File: src/rtl/n2r_pkg.sv
// n2r_pkg: shared derivations for the normal-to-ready stream buffer.
//   tile_rows()     rows per tile (BLOCK_SIZE * NUM_CORES)
//   num_blks()      column blocks per row (COL / BLOCK_SIZE)
//   cores_for_col() preferred MAC core count for a given matrix width
//   idx_w()         index width for a counter over n values, never below 1
package n2r_pkg;

  function automatic int tile_rows(int block_size, int num_cores);
    return block_size * num_cores;
  endfunction

  function automatic int num_blks(int col, int block_size);
    return col / block_size;
  endfunction

  function automatic int cores_for_col(int col);
    case (col)
      2754:    return 9;
      256:     return 8;
      200:     return 5;
      64:      return 4;
      default: return 2;
    endcase
  endfunction

  // A single-valued counter still needs one bit so ports never collapse to zero width.
  function automatic int idx_w(int n);
    return (n > 1) ? $clog2(n) : 1;
  endfunction

endpackage

File: src/rtl/n2r_stream_buffer_if.sv
// n2r_stream_buffer_if: row-in / column-block-out streaming bus.
//   in_valid/in_ready/in_data            one matrix row per beat, column 0 in MSBs
//   out_valid/out_ready/out_data         one column block of a tile, tile row 0 in MSBs
//   out_blk_idx/out_last_blk/out_last_tile  position tags of the current out beat
// master = producer of rows / consumer of blocks, slave = the buffer.
interface n2r_stream_buffer_if
  import n2r_pkg::*;
#(
  parameter int WIDTH      = 16,
  parameter int BLOCK_SIZE = 2,
  parameter int NUM_CORES  = 2,
  parameter int COL        = 6
);
  localparam int TILE_ROWS = tile_rows(BLOCK_SIZE, NUM_CORES);
  localparam int NUM_BLKS  = num_blks(COL, BLOCK_SIZE);
  localparam int BLK_W     = idx_w(NUM_BLKS);

  logic                              in_valid;
  logic                              in_ready;
  logic [WIDTH*COL-1:0]              in_data;
  logic                              out_valid;
  logic                              out_ready;
  logic [WIDTH*BLOCK_SIZE*TILE_ROWS-1:0] out_data;
  logic [BLK_W-1:0]                  out_blk_idx;
  logic                              out_last_blk;
  logic                              out_last_tile;

  modport master (
    output in_valid, in_data, out_ready,
    input  in_ready, out_valid, out_data, out_blk_idx, out_last_blk, out_last_tile
  );

  modport slave (
    input  in_valid, in_data, out_ready,
    output in_ready, out_valid, out_data, out_blk_idx, out_last_blk, out_last_tile
  );

endinterface

File: src/rtl/n2r_bank.sv
// n2r_bank: one tile store of the ping-pong pair.
//   clk, rst_n          clock, synchronous active-low reset (clears full only)
//   wr_en/wr_row/wr_data row write port
//   set_full/clr_full   tile complete / tile drained strobes
//   full                tile held and ready to drain
//   rd_blk/rd_data      column-block read mux, tile row 0 in MSBs
module n2r_bank
  import n2r_pkg::*;
#(
  parameter int WIDTH      = 16,
  parameter int COL        = 6,
  parameter int BLOCK_SIZE = 2,
  parameter int TILE_ROWS  = 4,
  localparam int NUM_BLKS  = num_blks(COL, BLOCK_SIZE),
  localparam int ROW_W     = idx_w(TILE_ROWS),
  localparam int BLK_W     = idx_w(NUM_BLKS),
  localparam int RW        = WIDTH * COL,
  localparam int SW        = WIDTH * BLOCK_SIZE,
  localparam int OW        = SW * TILE_ROWS
) (
  input  logic             clk,
  input  logic             rst_n,
  input  logic             wr_en,
  input  logic [ROW_W-1:0] wr_row,
  input  logic [RW-1:0]    wr_data,
  input  logic             set_full,
  input  logic             clr_full,
  input  logic [BLK_W-1:0] rd_blk,
  output logic             full,
  output logic [OW-1:0]    rd_data
);

  logic [RW-1:0] mem_q [TILE_ROWS];
  logic          full_q, full_d;
  logic [RW-1:0] row_sh;

  // Row storage is deliberately not reset; the full flag alone qualifies it.
  always_ff @(posedge clk) begin
    if (wr_en) mem_q[wr_row] <= wr_data;
  end

  // set and clr never coincide: set needs an empty bank, clr a full one.
  always_comb begin
    full_d = full_q;
    if (set_full)      full_d = 1'b1;
    else if (clr_full) full_d = 1'b0;
  end

  always_ff @(posedge clk) begin
    if (!rst_n) full_q <= 1'b0;
    else        full_q <= full_d;
  end

  assign full = full_q;

  // Block b of a row sits (NUM_BLKS-1-b) block-widths above the LSB since column 0 is in the MSBs.
  always_comb begin
    rd_data = '0;
    row_sh  = '0;
    for (int i = 0; i < TILE_ROWS; i++) begin
      row_sh = mem_q[i] >> (SW * (NUM_BLKS - 1 - int'(rd_blk)));
      rd_data[(TILE_ROWS-1-i)*SW +: SW] = row_sh[SW-1:0];
    end
  end

endmodule

File: src/rtl/n2r_stream_buffer.sv
// n2r_stream_buffer: groups incoming matrix rows into tiles of
// BLOCK_SIZE*NUM_CORES rows in two ping-pong banks and replays each tile
// as COL/BLOCK_SIZE column-block beats for the multi-core MAC array.
//   clk, rst_n  clock, synchronous active-low reset
//   bus         n2r_stream_buffer_if slave: row input, block output, position tags
// FRAC_WIDTH is carried for the datapath's benefit only; data is never interpreted.
module n2r_stream_buffer
  import n2r_pkg::*;
#(
  parameter int WIDTH      = 16,
  parameter int FRAC_WIDTH = 8,
  parameter int BLOCK_SIZE = 2,
  parameter int NUM_CORES  = 2,
  parameter int ROW        = 8,
  parameter int COL        = 6
) (
  input  logic                 clk,
  input  logic                 rst_n,
  n2r_stream_buffer_if.slave   bus
);

  localparam int TILE_ROWS = tile_rows(BLOCK_SIZE, NUM_CORES);
  localparam int NUM_BLKS  = num_blks(COL, BLOCK_SIZE);
  localparam int NUM_TILES = ROW / TILE_ROWS;
  localparam int ROW_W     = idx_w(TILE_ROWS);
  localparam int BLK_W     = idx_w(NUM_BLKS);
  localparam int TILE_W    = idx_w(NUM_TILES);
  localparam int OW        = WIDTH * BLOCK_SIZE * TILE_ROWS;

  if (ROW % TILE_ROWS != 0) begin : g_bad_row
    $error("n2r_stream_buffer: ROW must be a multiple of BLOCK_SIZE*NUM_CORES");
  end
  if (COL % BLOCK_SIZE != 0) begin : g_bad_col
    $error("n2r_stream_buffer: COL must be a multiple of BLOCK_SIZE");
  end
  if (FRAC_WIDTH > WIDTH) begin : g_bad_frac
    $error("n2r_stream_buffer: FRAC_WIDTH cannot exceed WIDTH");
  end

  logic              wr_bank_q, wr_bank_d;
  logic [ROW_W-1:0]  wr_row_q,  wr_row_d;
  logic [TILE_W-1:0] wr_tile_q, wr_tile_d;
  logic              rd_bank_q, rd_bank_d;
  logic [BLK_W-1:0]  rd_blk_q,  rd_blk_d;
  logic [TILE_W-1:0] rd_tile_q, rd_tile_d;

  logic [1:0]        full;
  logic [OW-1:0]     bank_rd_data [2];
  logic              in_ready, out_valid;
  logic              in_fire, out_fire;
  logic              wr_last, rd_last;

  assign in_ready  = ~full[wr_bank_q];
  assign out_valid = full[rd_bank_q];
  assign in_fire   = bus.in_valid & in_ready;
  assign out_fire  = out_valid & bus.out_ready;
  assign wr_last   = (wr_row_q == ROW_W'(TILE_ROWS - 1));
  assign rd_last   = (rd_blk_q == BLK_W'(NUM_BLKS - 1));

  // Write and read sides advance independently; on the same edge they
  // always address different banks, so both updates simply apply.
  always_comb begin
    wr_bank_d = wr_bank_q;
    wr_row_d  = wr_row_q;
    wr_tile_d = wr_tile_q;
    rd_bank_d = rd_bank_q;
    rd_blk_d  = rd_blk_q;
    rd_tile_d = rd_tile_q;
    if (in_fire) begin
      if (wr_last) begin
        wr_row_d  = '0;
        wr_bank_d = ~wr_bank_q;
        wr_tile_d = (wr_tile_q == TILE_W'(NUM_TILES - 1)) ? '0 : wr_tile_q + TILE_W'(1);
      end else begin
        wr_row_d  = wr_row_q + ROW_W'(1);
      end
    end
    if (out_fire) begin
      if (rd_last) begin
        rd_blk_d  = '0;
        rd_bank_d = ~rd_bank_q;
        rd_tile_d = (rd_tile_q == TILE_W'(NUM_TILES - 1)) ? '0 : rd_tile_q + TILE_W'(1);
      end else begin
        rd_blk_d  = rd_blk_q + BLK_W'(1);
      end
    end
  end

  always_ff @(posedge clk) begin
    if (!rst_n) begin
      wr_bank_q <= 1'b0;
      wr_row_q  <= '0;
      wr_tile_q <= '0;
      rd_bank_q <= 1'b0;
      rd_blk_q  <= '0;
      rd_tile_q <= '0;
    end else begin
      wr_bank_q <= wr_bank_d;
      wr_row_q  <= wr_row_d;
      wr_tile_q <= wr_tile_d;
      rd_bank_q <= rd_bank_d;
      rd_blk_q  <= rd_blk_d;
      rd_tile_q <= rd_tile_d;
    end
  end

  for (genvar k = 0; k < 2; k++) begin : g_bank
    localparam logic BANK_ID = 1'(k);
    n2r_bank #(
      .WIDTH      (WIDTH),
      .COL        (COL),
      .BLOCK_SIZE (BLOCK_SIZE),
      .TILE_ROWS  (TILE_ROWS)
    ) u_bank (
      .clk      (clk),
      .rst_n    (rst_n),
      .wr_en    (in_fire & (wr_bank_q == BANK_ID)),
      .wr_row   (wr_row_q),
      .wr_data  (bus.in_data),
      .set_full (in_fire & wr_last & (wr_bank_q == BANK_ID)),
      .clr_full (out_fire & rd_last & (rd_bank_q == BANK_ID)),
      .rd_blk   (rd_blk_q),
      .full     (full[k]),
      .rd_data  (bank_rd_data[k])
    );
  end

  assign bus.in_ready      = in_ready;
  assign bus.out_valid     = out_valid;
  assign bus.out_data      = bank_rd_data[rd_bank_q];
  assign bus.out_blk_idx   = rd_blk_q;
  // Tags are qualified by out_valid so an idle output never advertises a last beat.
  assign bus.out_last_blk  = out_valid & rd_last;
  assign bus.out_last_tile = out_valid & (rd_tile_q == TILE_W'(NUM_TILES - 1));

endmodule
File: src/flat_wrapper.sv
// flat-port wrapper written by rule: the top's interface ports become plain ports
module n2r_stream_buffer_flat import n2r_pkg::*;
#(
  parameter int WIDTH      = 16,
  parameter int FRAC_WIDTH = 8,
  parameter int BLOCK_SIZE = 2,
  parameter int NUM_CORES  = 2,
  parameter int ROW        = 8,
  parameter int COL        = 6
)
  (clk, rst_n, bus_in_valid, bus_in_data, bus_out_ready, bus_in_ready, bus_out_valid, bus_out_data, bus_out_blk_idx, bus_out_last_blk, bus_out_last_tile);
  n2r_stream_buffer_if #(.WIDTH(WIDTH), .BLOCK_SIZE(BLOCK_SIZE), .NUM_CORES(NUM_CORES), .COL(COL)) bus_i ();
  input  logic clk;
  input  logic rst_n;
  input wire logic [$bits(bus_i.in_valid)-1:0] bus_in_valid;
  input wire logic [$bits(bus_i.in_data)-1:0] bus_in_data;
  input wire logic [$bits(bus_i.out_ready)-1:0] bus_out_ready;
  output wire logic [$bits(bus_i.in_ready)-1:0] bus_in_ready;
  output wire logic [$bits(bus_i.out_valid)-1:0] bus_out_valid;
  output wire logic [$bits(bus_i.out_data)-1:0] bus_out_data;
  output wire logic [$bits(bus_i.out_blk_idx)-1:0] bus_out_blk_idx;
  output wire logic [$bits(bus_i.out_last_blk)-1:0] bus_out_last_blk;
  output wire logic [$bits(bus_i.out_last_tile)-1:0] bus_out_last_tile;
  assign bus_i.in_valid = bus_in_valid;
  assign bus_i.in_data = bus_in_data;
  assign bus_i.out_ready = bus_out_ready;
  assign bus_in_ready = bus_i.in_ready;
  assign bus_out_valid = bus_i.out_valid;
  assign bus_out_data = bus_i.out_data;
  assign bus_out_blk_idx = bus_i.out_blk_idx;
  assign bus_out_last_blk = bus_i.out_last_blk;
  assign bus_out_last_tile = bus_i.out_last_tile;
  n2r_stream_buffer #(.WIDTH(WIDTH), .FRAC_WIDTH(FRAC_WIDTH), .BLOCK_SIZE(BLOCK_SIZE), .NUM_CORES(NUM_CORES), .ROW(ROW), .COL(COL)) u_core (.clk(clk), .rst_n(rst_n), .bus(bus_i));
endmodule
File: config.mk
export PLATFORM = sky130hd
export DESIGN_NAME = n2r_stream_buffer_flat
export DESIGN_NICKNAME = d
export VERILOG_FILES = /design/src/rtl/n2r_pkg.sv /design/src/rtl/n2r_stream_buffer_if.sv /design/src/rtl/n2r_bank.sv /design/src/rtl/n2r_stream_buffer.sv /design/src/flat_wrapper.sv
export SDC_FILE = /design/constraint.sdc
export NUM_CORES = 1
export LEC_CHECK = 0
export CORE_MARGIN = 2
export CORE_UTILIZATION = 44
export DETAILED_ROUTE_END_ITERATION = 8
export GPL_TIMING_DRIVEN = 0
export SLEW_MARGIN = 5
export SYNTH_ARGS = -nofsm -noshare
export SYNTH_HDL_FRONTEND = slang
export SYNTH_SLANG_ARGS = --single-unit
File: constraint.sdc
create_clock -name clk -period 28.3 [get_ports clk]
set_input_delay 5.66 -clock clk [delete_from_list [all_inputs] [get_ports clk]]
set_output_delay 5.66 -clock clk [all_outputs]
set_load 0.005 [all_outputs]
==> flow_summary.toml <==
[clocking]
cts_tree = "built"
post_cts_buffers = 0
clock_path_buffers = 3
clock_latency_ns = 0.62
clockRootBuffer = "clkbuf_16"
hold_buffers = 0
cts_sinks = 777
clk_pin_slew_worst_paths_ns = 0.06
numCtsBuffers = 80
cts_resized = 0
htreeDepth = 3

[synth]
synth_edf_count = 768
syn-cell-area_sq_mm = 0.02975
synthFlopType = "edfxtp_1"
synthCells = 1569
yosys-top-cells-area = "edfxtp_1, mux2i_1, o22a_1"
post-synth-top-count-cell = "edfxtp_1"
synth_mux_area_share_pct = 13.12
syn_area_per_cell_sq_um = 18.96
synth_simple_gate_area_share_pct = 0.5299
synth_top_family_by_area = "multiplexers"
synth-seq-cells = 777
synthTopCellsByCount = "edfxtp_1, mux2i_1, o21ai_1"
synthAdderAreaFrac_pct = 0.3365
yosys.area.top_type = "edfxtp_1"
ys_types = 24
yosysTopAreaCellShare_pct = 77.52
synth_compound_area_share_pct = 6.132
syn-num-nets = 1677
seq_area_frac_synth_pct = 78.13
async_flop_share_pct = 0
synth_xor_xnor_area_share_pct = 0
yosysWarnings = 0

[routing]
avgViaCountPerCell = 5.482
dr.pass1.iters = 6
route.met2.wl_microns = 36770
ant_nets = 0
top_layer_used = "met5"
drt_iter0_markers = 1327
wl_met3_microns = 4727
met1Wirelength_microns = 33140
wl_per_cell_microns = 26.64
post-route-drc-count = 0
vias = 15660
wirelength_microns = 76100

[grt]
track_usage_pct = 21.77
grt_max_degree = 57
grt_overflow = 0
grt_pass1_wl_microns = 109100
grt_pass1_vias = 16030
antenna_found_initial = 6

[worst_hold_path]
hold_depth = 2
hp-class = "reg2reg"
hp-start = "u_core.rd_tile_q"

[sta]
slew_viol_final = 0
period_minus_slack_ns = 9.666
holdWs_ns = 0.4869
max_freq_mhz = 103.5
tns_ns = 0
worst_pin_slew_ns = 0.9504
relSlewSlack_pct = 36.64
layout_worst_path_cycle_share_pct = 34.16
finalSetupViolations = 0
hold_violations = 0
rsz0062_at_grt = "false"
fin_skew_ns = 0.01306

[floorplanning]
fp.dieW_microns = 264.0
die_h_microns = 264.0
num_rows = 95
initial_core_util_pct = 44.37
dieArea_sq_mm = 0.06971
ios = 234
core-area_sq_mm = 0.06704

[pwr]
power.density_mw_per_mm2 = 66.45
pwr-share-seq_pct = 54.1
internal_power_w = 0.001923
vdd_drop_max_mv = 0.04497
power.share.combinational_pct = 4.6
total_leakage_power_nw = 11.02
switching_share_pct = 20.13
clkPwrFrac_pct = 41.3
p_sw_w = 0.0004848

[worst_setup_path]
worstSetupEndpointType = "output pin"
critPathKind = "reg2out"
cp-start-kind = "flip-flop"
worst-endpoint-required_ns = 22.64
cp_max_fo = 10
r2r_start = "u_core.wr_row_q[1]"
cp-startpoint = "u_core.bus.out_blk_idx[0]"
crit_path_max_incr_delay_ns = 0.72
arrival_ns = 4.01
ff2ff_setup_slack_ns = 25.51
ff2ff_path_depth = 9
path_common_cell = "buf_2"
path_cells = "inv_1, ha_1, buf_2, nand3b_1, buf_2, buf_1, o22a_1, o21ai_1, clkdlybuf4s50_1"
cp_slowest_cell = "buf_1"

[placement]
routabilityCongestion = 0.7568
dp.cells = 2718
place_area_sq_mm = 0.03379
dp_hpwl_microns = 48870
port_buffers = 233

[cells_and_area]
final_util_pct = 54.05
area_growth_pct = 21.80
final_nets = 2035
stdcell_count = 2857
fin_area_sq_mm = 0.03623
drive_above_1_share_pct = 10.60

[job]
drv_cap = 0

[run_status]
outcome = "finished clean"
-- per-layer routing --
layer  GRT usage (%)  vias up
met5               0        -
met4           5.851        8
met3           3.831       99
met2           35.56      503
met1           30.27     8028
li1                -     7024
-- state kept, by name, indices dropped and copies added (netlist names) --
| name | flops |
|---|---|
| u_core.g_bank.u_bank.full | 2 |
| u_core.rd_bank_q | 1 |
| u_core.bus.out_blk_idx | 2 |
| u_core.wr_bank_q | 1 |
| u_core.rd_tile_q | 1 |
| u_core.g_bank.u_bank.mem_q | 768 |
| u_core.wr_row_q | 2 |
-- worst paths after layout --
kind / end
max: bus_out_data[29]
min: u_core.rd_tile_q
max reg2reg: u_core.g_bank[0].u_bank.mem_q[1][55]
min reg2reg: u_core.rd_tile_q
-- per-stage QoR --
step	setup slack, ns	total power, W
2_1_floorplan	15.43	0.001371
5_1_grt	18.50	0.002482
3_5_place_dp	19.28	0.001439
3_3_place_gp	10.36	0.001440
4_1_cts	18.60	0.002426
6_report	18.63	0.002408
-- layout make-up --
class                           count  area [sq um]
Antenna cell                        2         5.005
Multi-Input combinational cell    698          6031
Buffer                             87         494.2
Fill cell                        5338         30800
Sequential cell                   777         23240
Inverter                            7         28.78
Timing Repair Buffer              276          2902
Clock buffer                      107          2188
Clock inverter                     30         251.5
Tap cell                          873          1092
-- critical path, delay by kind of cell (launching register included) --
family / cells / cell delay, ns
buf+inv: 5 / 1.94
flops: 1 / 0.53
compound gates: 2 / 0.44
fa+ha+maj: 1 / 0.39
simple gates: 1 / 0.10
-- power groups by stage --
stage                     Sequential [W]  Combinational [W]  Clock, W
final                            0.00130           0.000111  0.000994
after global routing             0.00130           0.000119   0.00106
after detailed placement         0.00133           0.000112         0
after global placement           0.00134           0.000102         0
after floorplan                  0.00133          0.0000382         0
after CTS                        0.00130           0.000112   0.00101
-- placed cells by master (no fill, tap or decap), types with 8 or more instances in the layout --
cell type,n
edfxtp_1,768
mux2i_1,390
clkdlybuf4s50_1,233
o21ai_1,130
o22a_1,128
clkbuf_16,84
clkbuf_1,46
buf_2,44
buf_6,25
buf_4,19
nand2_1,16
clkinv_1,16
buf_12,11
dfxtp_1,9
ha_1,8
-- cell families (layout without fill, tap and decap cells) --
group / count (synthesis) / count (layout)
AOI/OAI and AO/OA: 266 / 266
other: 0 / 2
DFF: 777 / 777
and+or+nand+nor: 34 / 34
adders and majority gates: 8 / 8
buffers and inverters: 94 / 507
muxes: 390 / 390
No activity file was read; power rests on OpenSTA's default activity.
